<file path="src/rtl/text_pixel_pipe.sv">
// text_pixel_pipe: 80x30 text-console pixel generator with a 4-stage pipeline and a blinking underline cursor
module text_pixel_pipe #(
  parameter int COLS = 80,
  parameter int ROWS = 30,
  parameter int TEXT_AW = 12,
  parameter int BLINK_FRAMES = 30
) (
  input  logic               clk,
  input  logic               rst,
  input  logic [9:0]         x_in,
  input  logic [9:0]         y_in,
  input  logic               active_in,
  input  logic               hsync_in,
  input  logic               vsync_in,
  output logic [TEXT_AW-1:0] text_addr,
  input  logic [7:0]         char_data,
  output logic [11:0]        font_addr,
  input  logic [7:0]         font_data,
  input  logic               cursor_en,
  input  logic [6:0]         cursor_col,
  input  logic [4:0]         cursor_row,
  output logic               pixel_out,
  output logic               active_out,
  output logic               hsync_out,
  output logic               vsync_out
);
  localparam int FW = BLINK_FRAMES > 1 ? $clog2(BLINK_FRAMES) : 1;
  typedef struct packed {
    logic [2:0] px;
    logic [3:0] gr;
    logic       rng;
    logic       act;
    logic       hs;
    logic       vs;
    logic       cur;
  } stage_t;
  localparam stage_t STAGE_RST = '{px: 3'd0, gr: 4'd0, rng: 1'b0, act: 1'b0, hs: 1'b1, vs: 1'b1, cur: 1'b0};
  logic [6:0]    col;
  logic [5:0]    row;
  logic          in_range;
  logic          frame_tick;
  logic          last_frame;
  logic          prev_vs;
  logic          blink_on;
  logic [FW-1:0] frame_cnt;
  stage_t        s0, s1, s2, s3;
  always_comb begin
    col = x_in[9:3];
    row = y_in[9:4];
    in_range = (32'(col) < COLS) && (32'(row) < ROWS);
    s0 = '{px: x_in[2:0], gr: y_in[3:0], rng: in_range, act: active_in, hs: hsync_in, vs: vsync_in,
           cur: cursor_en && col == cursor_col && row == {1'b0, cursor_row} && y_in[3:1] == 3'b111};
    frame_tick = !vsync_in && prev_vs;
    last_frame = frame_cnt == FW'(BLINK_FRAMES - 1);
    font_addr = {char_data, s2.gr};
  end
  // font_data arrives aligned with s3; ~px selects bit 7-px so the MSB is the leftmost pixel
  always_ff @(posedge clk) begin
    if (rst) begin
      text_addr <= '0;
      s1 <= STAGE_RST;
      s2 <= STAGE_RST;
      s3 <= STAGE_RST;
      pixel_out <= 1'b0;
      active_out <= 1'b0;
      hsync_out <= 1'b1;
      vsync_out <= 1'b1;
      prev_vs <= 1'b1;
      frame_cnt <= '0;
      blink_on <= 1'b1;
    end else begin
      text_addr <= in_range ? TEXT_AW'(32'(row) * COLS + 32'(col)) : '0;
      s1 <= s0;
      s2 <= s1;
      s3 <= s2;
      pixel_out <= s3.act && s3.rng && (font_data[~s3.px] || (s3.cur && blink_on));
      active_out <= s3.act;
      hsync_out <= s3.hs;
      vsync_out <= s3.vs;
      prev_vs <= vsync_in;
      if (frame_tick) begin
        frame_cnt <= last_frame ? '0 : frame_cnt + 1'b1;
        blink_on <= last_frame ? ~blink_on : blink_on;
      end
    end
  end
endmodule

</file>
<file path="config.mk">
export PLATFORM = sky130hd
export DESIGN_NAME = text_pixel_pipe
export DESIGN_NICKNAME = d
export VERILOG_FILES = /design/src/rtl/text_pixel_pipe.sv
export SDC_FILE = /design/constraint.sdc
export NUM_CORES = 1
export LEC_CHECK = 0
export ABC_AREA = 1
export CAP_MARGIN = 20
export CELL_PAD_IN_SITES_DETAIL_PLACEMENT = 0
export CELL_PAD_IN_SITES_GLOBAL_PLACEMENT = 1
export CORE_MARGIN = 5
export CORE_UTILIZATION = 30
export CTS_BUF_LIST = sky130_fd_sc_hd__clkbuf_4
export CTS_CLUSTER_SIZE = 10
export DETAILED_ROUTE_END_ITERATION = 16
export PLACE_DENSITY = 0.9
export SLEW_MARGIN = 20
export SYNTH_ARGS = -nofsm -noshare
export SYNTH_HDL_FRONTEND = slang
export SYNTH_SLANG_ARGS = --single-unit
</file>
<file path="constraint.sdc">
create_clock -name clk -period 2 [get_ports clk]
set_clock_uncertainty 0.1 [all_clocks]
set_input_delay 0.4 -clock clk [delete_from_list [all_inputs] [get_ports clk]]
set_output_delay 0.4 -clock clk [all_outputs]
set_load 0.05 [all_outputs]
</file>
# After elaboration in Yosys (flattened, before gate mapping)
# Cells that the tools add are included.
# classes
addsub	2
mul	1
div_mod_pow	0
magnitude_cmp	3
eq_ne	4
shifts	0
n_mux	3
bitwise	3
reduce_logical	12
# op_table
operator	n
12-bit by 7-bit adder with 12-bit output	1
1-bit logical AND	8
6-bit by 3-bit multiplier with 8-bit output (second input constant)	1
7-bit == test	1
7-bit less-than comparator (second input constant)	1
6-bit by 5-bit == test with 1-bit output	1
6-bit by 5-bit less-than comparator with 1-bit output (second input constant)	1
5-bit by 1-bit adder with 5-bit output (second input constant)	1
5-bit == test (second input constant)	1
5-bit two-way mux	1
3-bit by 4-bit less-than comparator with 1-bit output (second input constant)	1
1-bit binary-select mux with 3-bit select	1
3-bit == test (second input constant)	1
3-bit NOT	1
1-bit NOT	2
2-bit AND reduction	1
2-bit OR reduction	1
1-bit logical NOT	1
1-bit logical OR	1
1-bit two-way mux	1
# word_totals
ff_bits	54
latchBits	0
ramBits	0
romBits	0
inputBits	54
wordCells	55
memories	0

# Logic depth before layout (Yosys ltp)
# Gate-level depths: netlist (run 1).
# depth
ltp_word	5
depth_mapped	11

# Least setup slack after synthesis (run 1)
# Ideal clock, no wire load.
# synth_path
kind	input port to flip-flop
from	in y_in[5]
to	reg text_addr[11]
setup_time_ns	0.115
arrival_ns	1.934
required_time_ns	1.785
slack_ns	-0.149
path_stages	9
path_cell_list	ha_1 ha_1 fa_1 nand2_2 nand3b_1 nor2_2 nand3_1 nand2_1 nor2_1
# synth_between
elab_chain_cells	4
# synth_rtl
element	line	source
start: declaration	11	input logic [9:0] y_in,
parallel branches: the longest is 4 deep, another holds 12-bit by 7-bit adder with 12-bit output	-	
end signal: assignment	72	text_addr <= in_range ? TEXT_AW'(32'(row) * COLS + 32'(col)) : '0;
end: declaration	15	output logic [TEXT_AW-1:0] text_addr,
# Parallel ways; which one is timed is not known.
# A chain may end at the register's enable or synchronous reset.

# Worst setup path in the final report (run 1)
# layout_path
from	in y_in[8]
to	reg text_addr[11]
# Same word-level chain as after synthesis.

==> results.py, run 1 <==
metrics = {
    "min_path": {
        "holdPathStages": 2,
        "hold_start": "s2[3]",
        "hold_end": "s3[3]",
        "hold_class": "flip-flop to flip-flop",
    },
    "logic_synthesis": {
        "synth-seq-cells": 54,
        "syn_nets": 371,
        "synth_warnings": 0,
        "netlist_area_sq_um": 2386,
        "synthCells": 302,
        "yosysUniqueCellTypes": 31,
        "yosysSeqAreaShare_pct": 45.31,
        "syn_avg_cell_area_sq_um": 7.901,
    },
    "worst_setup_path": {
        "critPathArrivalTime_ps": 2090,
        "path_buf_inv": 1,
        "cpPeakStageDelay_ps": 580,
        "crit_path_cell_trace": "dlygate4sd2_1, ha_4, fa_1, nand2_2, nand3b_1, nor2_2, nand3_1, nand2_1, nor2_1",
        "r2r-start": "frame_cnt[1]",
        "slowest_stage": "fa_1",
        "cp-start-kind": "input port",
        "cp.required_ps": 2180,
        "crit_family": "adder cells",
        "crit_type": "input port to flip-flop",
        "worstRegToRegCells": 6,
        "rrSetupSlack_ps": 620,
        "cp_max_fo": 3,
        "end_kind": "flip-flop",
        "regToRegEndpoint": "frame_cnt[2]",
    },
    "layout": {
        "final_util_pct": 42.24,
        "area_delta_synth_final_pct": 36.81,
        "final_cell_area_sq_um": 3264,
        "regArea_sq_um": 1081,
        "instances_no_fill": 482,
        "nets": 448,
        "layout_common_cells": "54 x dfxtp_1, 52 x nor2_1, 51 x inv_1",
        "fill_cells": 800,
        "multi_input_area_sq_um": 1042,
        "antennaDiodeCount": 0,
        "mostFrequentLayoutCell": "dfxtp_1",
        "drive_above_1_share_pct": 17.11,
    },
    "route": {
        "drt_pass1_iterations": 4,
        "drtIter0Drc": 54,
        "via_per_inst": 4.112,
        "routedLengthMet1_um": 2015,
        "antenna_left": 0,
        "drc": 0,
        "num_vias": 1982,
        "top_layer": "met4",
        "wl_met3_um": 372,
        "wl_um": 5085,
        "wire_per_inst_um": 10.55,
        "wl_met2_um": 2642,
    },
    "global_routing": {
        "grt_pass1_vias": 2047,
        "grt_pass1_wl_um": 8673,
        "grt_usage_pct": 10.84,
        "grt_max_degree": 23,
        "antenna_found_initial": 0,
        "gr-total-overflow": 0,
    },
    "power_and_ir_drop": {
        "p_total_mw": 2.079,
        "p_per_area_nw_per_um2": 636.9,
        "clkPwrFrac_pct": 22.4,
        "p_int_mw": 1.491,
        "leakage_nw": 1.550,
        "ir_drop_mv": 0.3398,
        "switching_share_pct": 28.28,
        "comb_power_share_pct": 23.1,
        "p_switching_mw": 0.5881,
        "power_frac_seq_pct": 54.5,
    },
    "sta": {
        "hold_ws_ps": 307.2,
        "slew_headroom_pct": 65.77,
        "fmax_mhz": 521.6,
        "finalMaxSlewViolations": 0,
        "setup_viol": 0,
        "rsz0062_at_grt": "no",
        "finalCriticalPeriod_ps": 1917,
        "setup_slack_ps": 82.78,
        "fin_crit_sh_pct": 95.86,
        "worstMarginPinSlew_ps": 515.4,
        "fin_tns_setup_ps": 0,
        "finalHoldViolCount": 0,
    },
    "status": {
        "status": "complete, no violations",
    },
    "place": {
        "portBuffers": 65,
        "placed_area_sq_um": 3204,
        "place_inst": 473,
        "place.gp.congestion": 0.8331,
        "dp_slack_ps": -655.3,
        "dp_hpwl_um": 4151,
    },
    "floorplanning": {
        "die_h_um": 99.18,
        "dieArea_sq_um": 9837,
        "io_pins": 82,
        "core_sq_um": 7727,
        "initial_core_util_pct": 30.88,
        "die_w_um": 99.18,
        "fp-row-count": 32,
    },
    "clock_tree": {
        "htree_levels": 2,
        "cts_buffers": 5,
        "clkTransAtPathRegs_ps": 150,
        "cts_tree": "built",
        "clk_latency_ps": 360,
        "cts.sinks": 54,
        "cts_buffer_depth": 2,
        "cts_hold_buffers": 0,
        "cts_root_buf": "clkbuf_4",
    },
    "job": {
        "drv_cap": 0,
    },
}
-- worst max-delay path by stage --
stage | slack [ps] | endpoint | cells past startpoint | from
finish | 80 | text_addr[11] | 9 | y_in[8]
CTS | 50 | text_addr[11] | 10 | y_in[6]
global route | 20 | text_addr[11] | 10 | y_in[4]
global placement | -590 | text_addr[11] | 10 | y_in[5]
detailed placement | -660 | text_addr[11] | 10 | y_in[5]
floorplan | -60 | text_addr[11] | 9 | y_in[5]
-- worst reg2reg max path, stage by stage (launching register included) --
cell	delay, ps
dfxtp_1	390
inv_1	60
ha_1	180
and3_1	180
nand3_1	120
nand2_2	110
nor3b_1	180
-- per-layer routing --
layer  up-vias  global-route usage (%)
met5         -                       0
met4         0                   3.046
met3         8                   4.278
met2        52                   19.78
met1       867                   11.53
li1       1055                       -
-- final cells by class --
type                            instances  share of cell area, %
Sequential cell                        54                  33.12
Multi-Input combinational cell        178                  31.93
Timing Repair Buffer                   86                  23.11
Inverter                               54                  6.209
Tap cell                              102                  3.910
Clock buffer                            5                  1.150
Clock inverter                          3                 0.5749
-- power groups by stage --
stage               Sequential (mW)  Clock (mW)  Combinational (mW)
floorplan                      1.20           0               0.263
global placement               1.16           0               0.469
detailed placement             1.16           0               0.478
CTS                            1.13       0.505               0.479
global route                   1.14       0.552               0.534
finish                         1.13       0.466               0.481
-- cell families (layout without fill, tap and decap cells) --
group / after synthesis / in the layout / share of synthesized area (%)
fa+ha+maj: 15 / 15 / 8.495
flops: 54 / 54 / 45.31
xor+xnor: 8 / 8 / 2.936
buf+inv: 70 / 148 / 13.21
compound gates: 17 / 17 / 3.985
simple gates: 138 / 138 / 26.06
-- registers in the layout, summed over array words and instances, names as in the netlist --
name / cells
active_out: 1
blink_on: 1
font_addr: 4
frame_cnt: 5
hsync_out: 1
pixel_out: 1
s1: 12
s2: 8
s3: 8
text_addr: 12
vsync_out: 1
-- synthesized netlist by cell type, drive strengths merged --
| cell | n | area [sq um] |
|---|---|---|
| nor2 | 56 | 230.2 |
| dfxtp | 54 | 1081 |
| inv | 53 | 198.9 |
| nand2 | 52 | 210.2 |
| buf | 13 | 101.4 |
| ha | 13 | 162.7 |
| nand3 | 10 | 50.05 |
| a21oi | 9 | 45.04 |
| or2 | 8 | 50.05 |
| nand4 | 4 | 25.02 |
| xnor2 | 4 | 35.03 |
| xor2 | 4 | 35.03 |
| clkbuf | 3 | 11.26 |
| nor3 | 3 | 15.01 |
| o21ai | 3 | 15.01 |
| fa | 2 | 40.04 |
| nand3b | 2 | 15.01 |
| nor3b | 2 | 20.02 |
| o211ai | 2 | 15.01 |
| o22ai | 2 | 12.51 |
| and3 | 1 | 6.260 |
| clkinv | 1 | 3.750 |
| o21bai | 1 | 7.510 |
-- repair_timing --
action | in CTS | in global routing
gates resized for setup | 16 | 8
setup buffers | 1 | 0
setup endpoints to repair | 15 | 2
pin swaps | 3 | 7
(Power assumes the default switching activity.)
==> run 2, diff against run 1 <==
Settings changed: CORE_UTILIZATION 30 to 25, PLACE_DENSITY 0.9 to 0.79.
Clock period 2 ns to 1.65 ns, I/O delays scaled along.
==> run 2 against run 1 <==
  * Critical endpoint unchanged
  * Sequential power up 22%
  * Register-to-register slack worse by 330 ps
  * The flow now finishes with violations (negative setup slack)
  * Die area up 18%
  * Total power up 27%
  * Cell area up 8.1%
==> results.py, run 2 (same netlist as run 1, synthesis figures left out) <==
metrics = {
    "floorplanning": {
        "die_w_um": 107.7,
        "initial_core_util_pct": 25.70,
        "fp-row-count": 35,
        "dieArea_sq_um": 11600,
        "die_h_um": 107.7,
        "core_sq_um": 9284,
        "io_pins": 82,
    },
    "global_routing": {
        "grt_usage_pct": 9.833,
        "grt_max_degree": 20,
        "grt_pass1_wl_um": 9108,
        "grt_pass1_vias": 2132,
        "gr-total-overflow": 0,
        "antenna_found_initial": 0,
    },
    "power_and_ir_drop": {
        "leakage_nw": 1.601,
        "p_per_area_nw_per_um2": 750.1,
        "ir_drop_mv": 0.4057,
        "p_total_mw": 2.647,
    },
    "worst_setup_path": {
        "rrSetupSlack_ps": 290,
        "critPathArrivalTime_ps": 1880,
        "cp-start-kind": "input port",
        "regToRegEndpoint": "frame_cnt[2]",
        "crit_type": "input port to flip-flop",
        "cp.required_ps": 1840,
        "cp_max_fo": 3,
        "end_kind": "flip-flop",
        "crit_start": "y_in[7]",
        "worstRegToRegCells": 6,
        "r2r-start": "frame_cnt[1]",
    },
    "clock_tree": {
        "clk_latency_ps": 370,
        "cts_tree": "built",
        "cts_buffer_depth": 2,
        "cts_root_buf": "clkbuf_4",
        "cts_hold_buffers": 0,
        "cts.sinks": 54,
        "htree_levels": 2,
        "clkTransAtPathRegs_ps": 170,
        "cts_buffers": 5,
    },
    "layout": {
        "mostFrequentLayoutCell": "dfxtp_1",
        "drive_above_1_share_pct": 23.24,
        "layout_common_cells": "54 x dfxtp_1, 51 x inv_1, 51 x nor2_1",
        "nets": 451,
        "antennaDiodeCount": 0,
        "reg.largest.list": "s1 x12, text_addr x12",
        "area_delta_synth_final_pct": 47.88,
    },
    "route": {
        "antenna_left": 0,
        "drtIter0Drc": 33,
        "drc": 0,
        "wire_per_inst_um": 10.45,
        "wl_um": 5350,
        "drt_pass1_iterations": 4,
        "via_per_inst": 3.904,
        "num_vias": 1999,
    },
    "sta": {
        "slew_headroom_pct": 85.71,
        "setup_slack_ps": -42.23,
        "fmax_mhz": 590.9,
        "setup_viol": 2,
        "fin_crit_sh_pct": 102.6,
        "finalCriticalPeriod_ps": 1692,
        "rsz0062_at_grt": "yes",
        "worstMarginPinSlew_ps": 212.8,
        "finalHoldViolCount": 0,
        "hold_ws_ps": 298.5,
        "finalMaxSlewViolations": 0,
    },
    "status": {
        "violations": "negative setup slack",
        "status": "complete, but fails checks",
    },
    "job": {
        "drv_cap": 0,
    },
    "place": {
        "dp_hpwl_um": 4304,
        "place.gp.congestion": 0.7675,
        "portBuffers": 65,
    },
    "min_path": {
        "hold_class": "flip-flop to flip-flop",
        "holdPathStages": 2,
        "hold_start": "s2[4]",
        "hold_end": "s3[4]",
    },
}
==> run 2: cell count changes in the layout (fill, tap and decap cells not counted), moves of 2 or more <==
cell           change
buf_12            +12
dlygate4sd2_1     -11
clkbuf_2           -3
buf_2              +2
clkinv_4           +2
fa_1               -2
fa_2               +2
ha_1               -2
ha_4               +2
nand2_1            -2
nand2_2            +2
==> run 2: area by class of cell <==
type | instances | area [sq um]
clock buffer | 5 | 37.54
clock inverter | 3 | 28.78
fill | 1002 | 5756
inverter | 54 | 203.9
multi-input combinational | 178 | 1085
sequential | 54 | 1081
tap | 129 | 161.4
timing repair buffer | 89 | 930.9
==> run 2: power breakdown <==
group / total, mW / internal (mW) / leakage, nW / switching [mW]
Sequential: 1.38 / 1.35 / 0.442 / 0.0260
Clock: 0.630 / 0.183 / 0.0373 / 0.447
Combinational: 0.636 / 0.330 / 1.12 / 0.306
Total: 2.65 / 1.87 / 1.60 / 0.778
==> run 2: stage by stage <==
step                      worst slack, ps  instance area [sq um]  util, %  TNS, ps  instances
after global routing               -133.8                   3528    38.01   -194.7        512
final                              -42.23                   3528    38.01   -59.00        512
after detailed placement           -920.1                   3390    36.51    -5377        503
after floorplan                    -341.0                   2417        -   -700.4        302
after CTS                          -5.702                   3505    37.75   -5.702        512
after global placement             -897.4                   3390    36.51    -5264        503
==> run 2: repair_timing <==
item | in CTS | in global routing
gates resized for setup | 26 | 8
buffers inserted | 1 | 0
setup endpoints to repair | 5 | 4
hold endpoints to repair | 0 | 0
pin swaps | 7 | 0
==> run 2: per-layer routing <==
metal / wire (um) / share of wire [%] / global-route usage [%]
met1: 2340 / 44 / 11.15
met2: 2498 / 47 / 16.87
met3: 400 / 7.5 / 3.419
met4: 110 / 2.1 / 3.787
met5: 0 / 0 / 0
==> run 2: how the worst max path moves through the flow <==
stage                          to  slack (ps)  cells after the start
detailed placement  text_addr[11]        -920                     10
global route        text_addr[11]        -130                     10
floorplan           text_addr[11]        -340                      9
global placement    text_addr[11]        -900                     10
finish              text_addr[11]         -40                     10
CTS                 text_addr[11]          -6                     10
==> run 2: worst max-delay path, stage by stage <==
cell and delay, ps:
buf_8 100, ha_4 230, ha_4 160, fa_2 530, nand2_2 60, nand3b_1 160, nor2_2 120, nand3_1 80
nand2_1 60, nor2_1 40
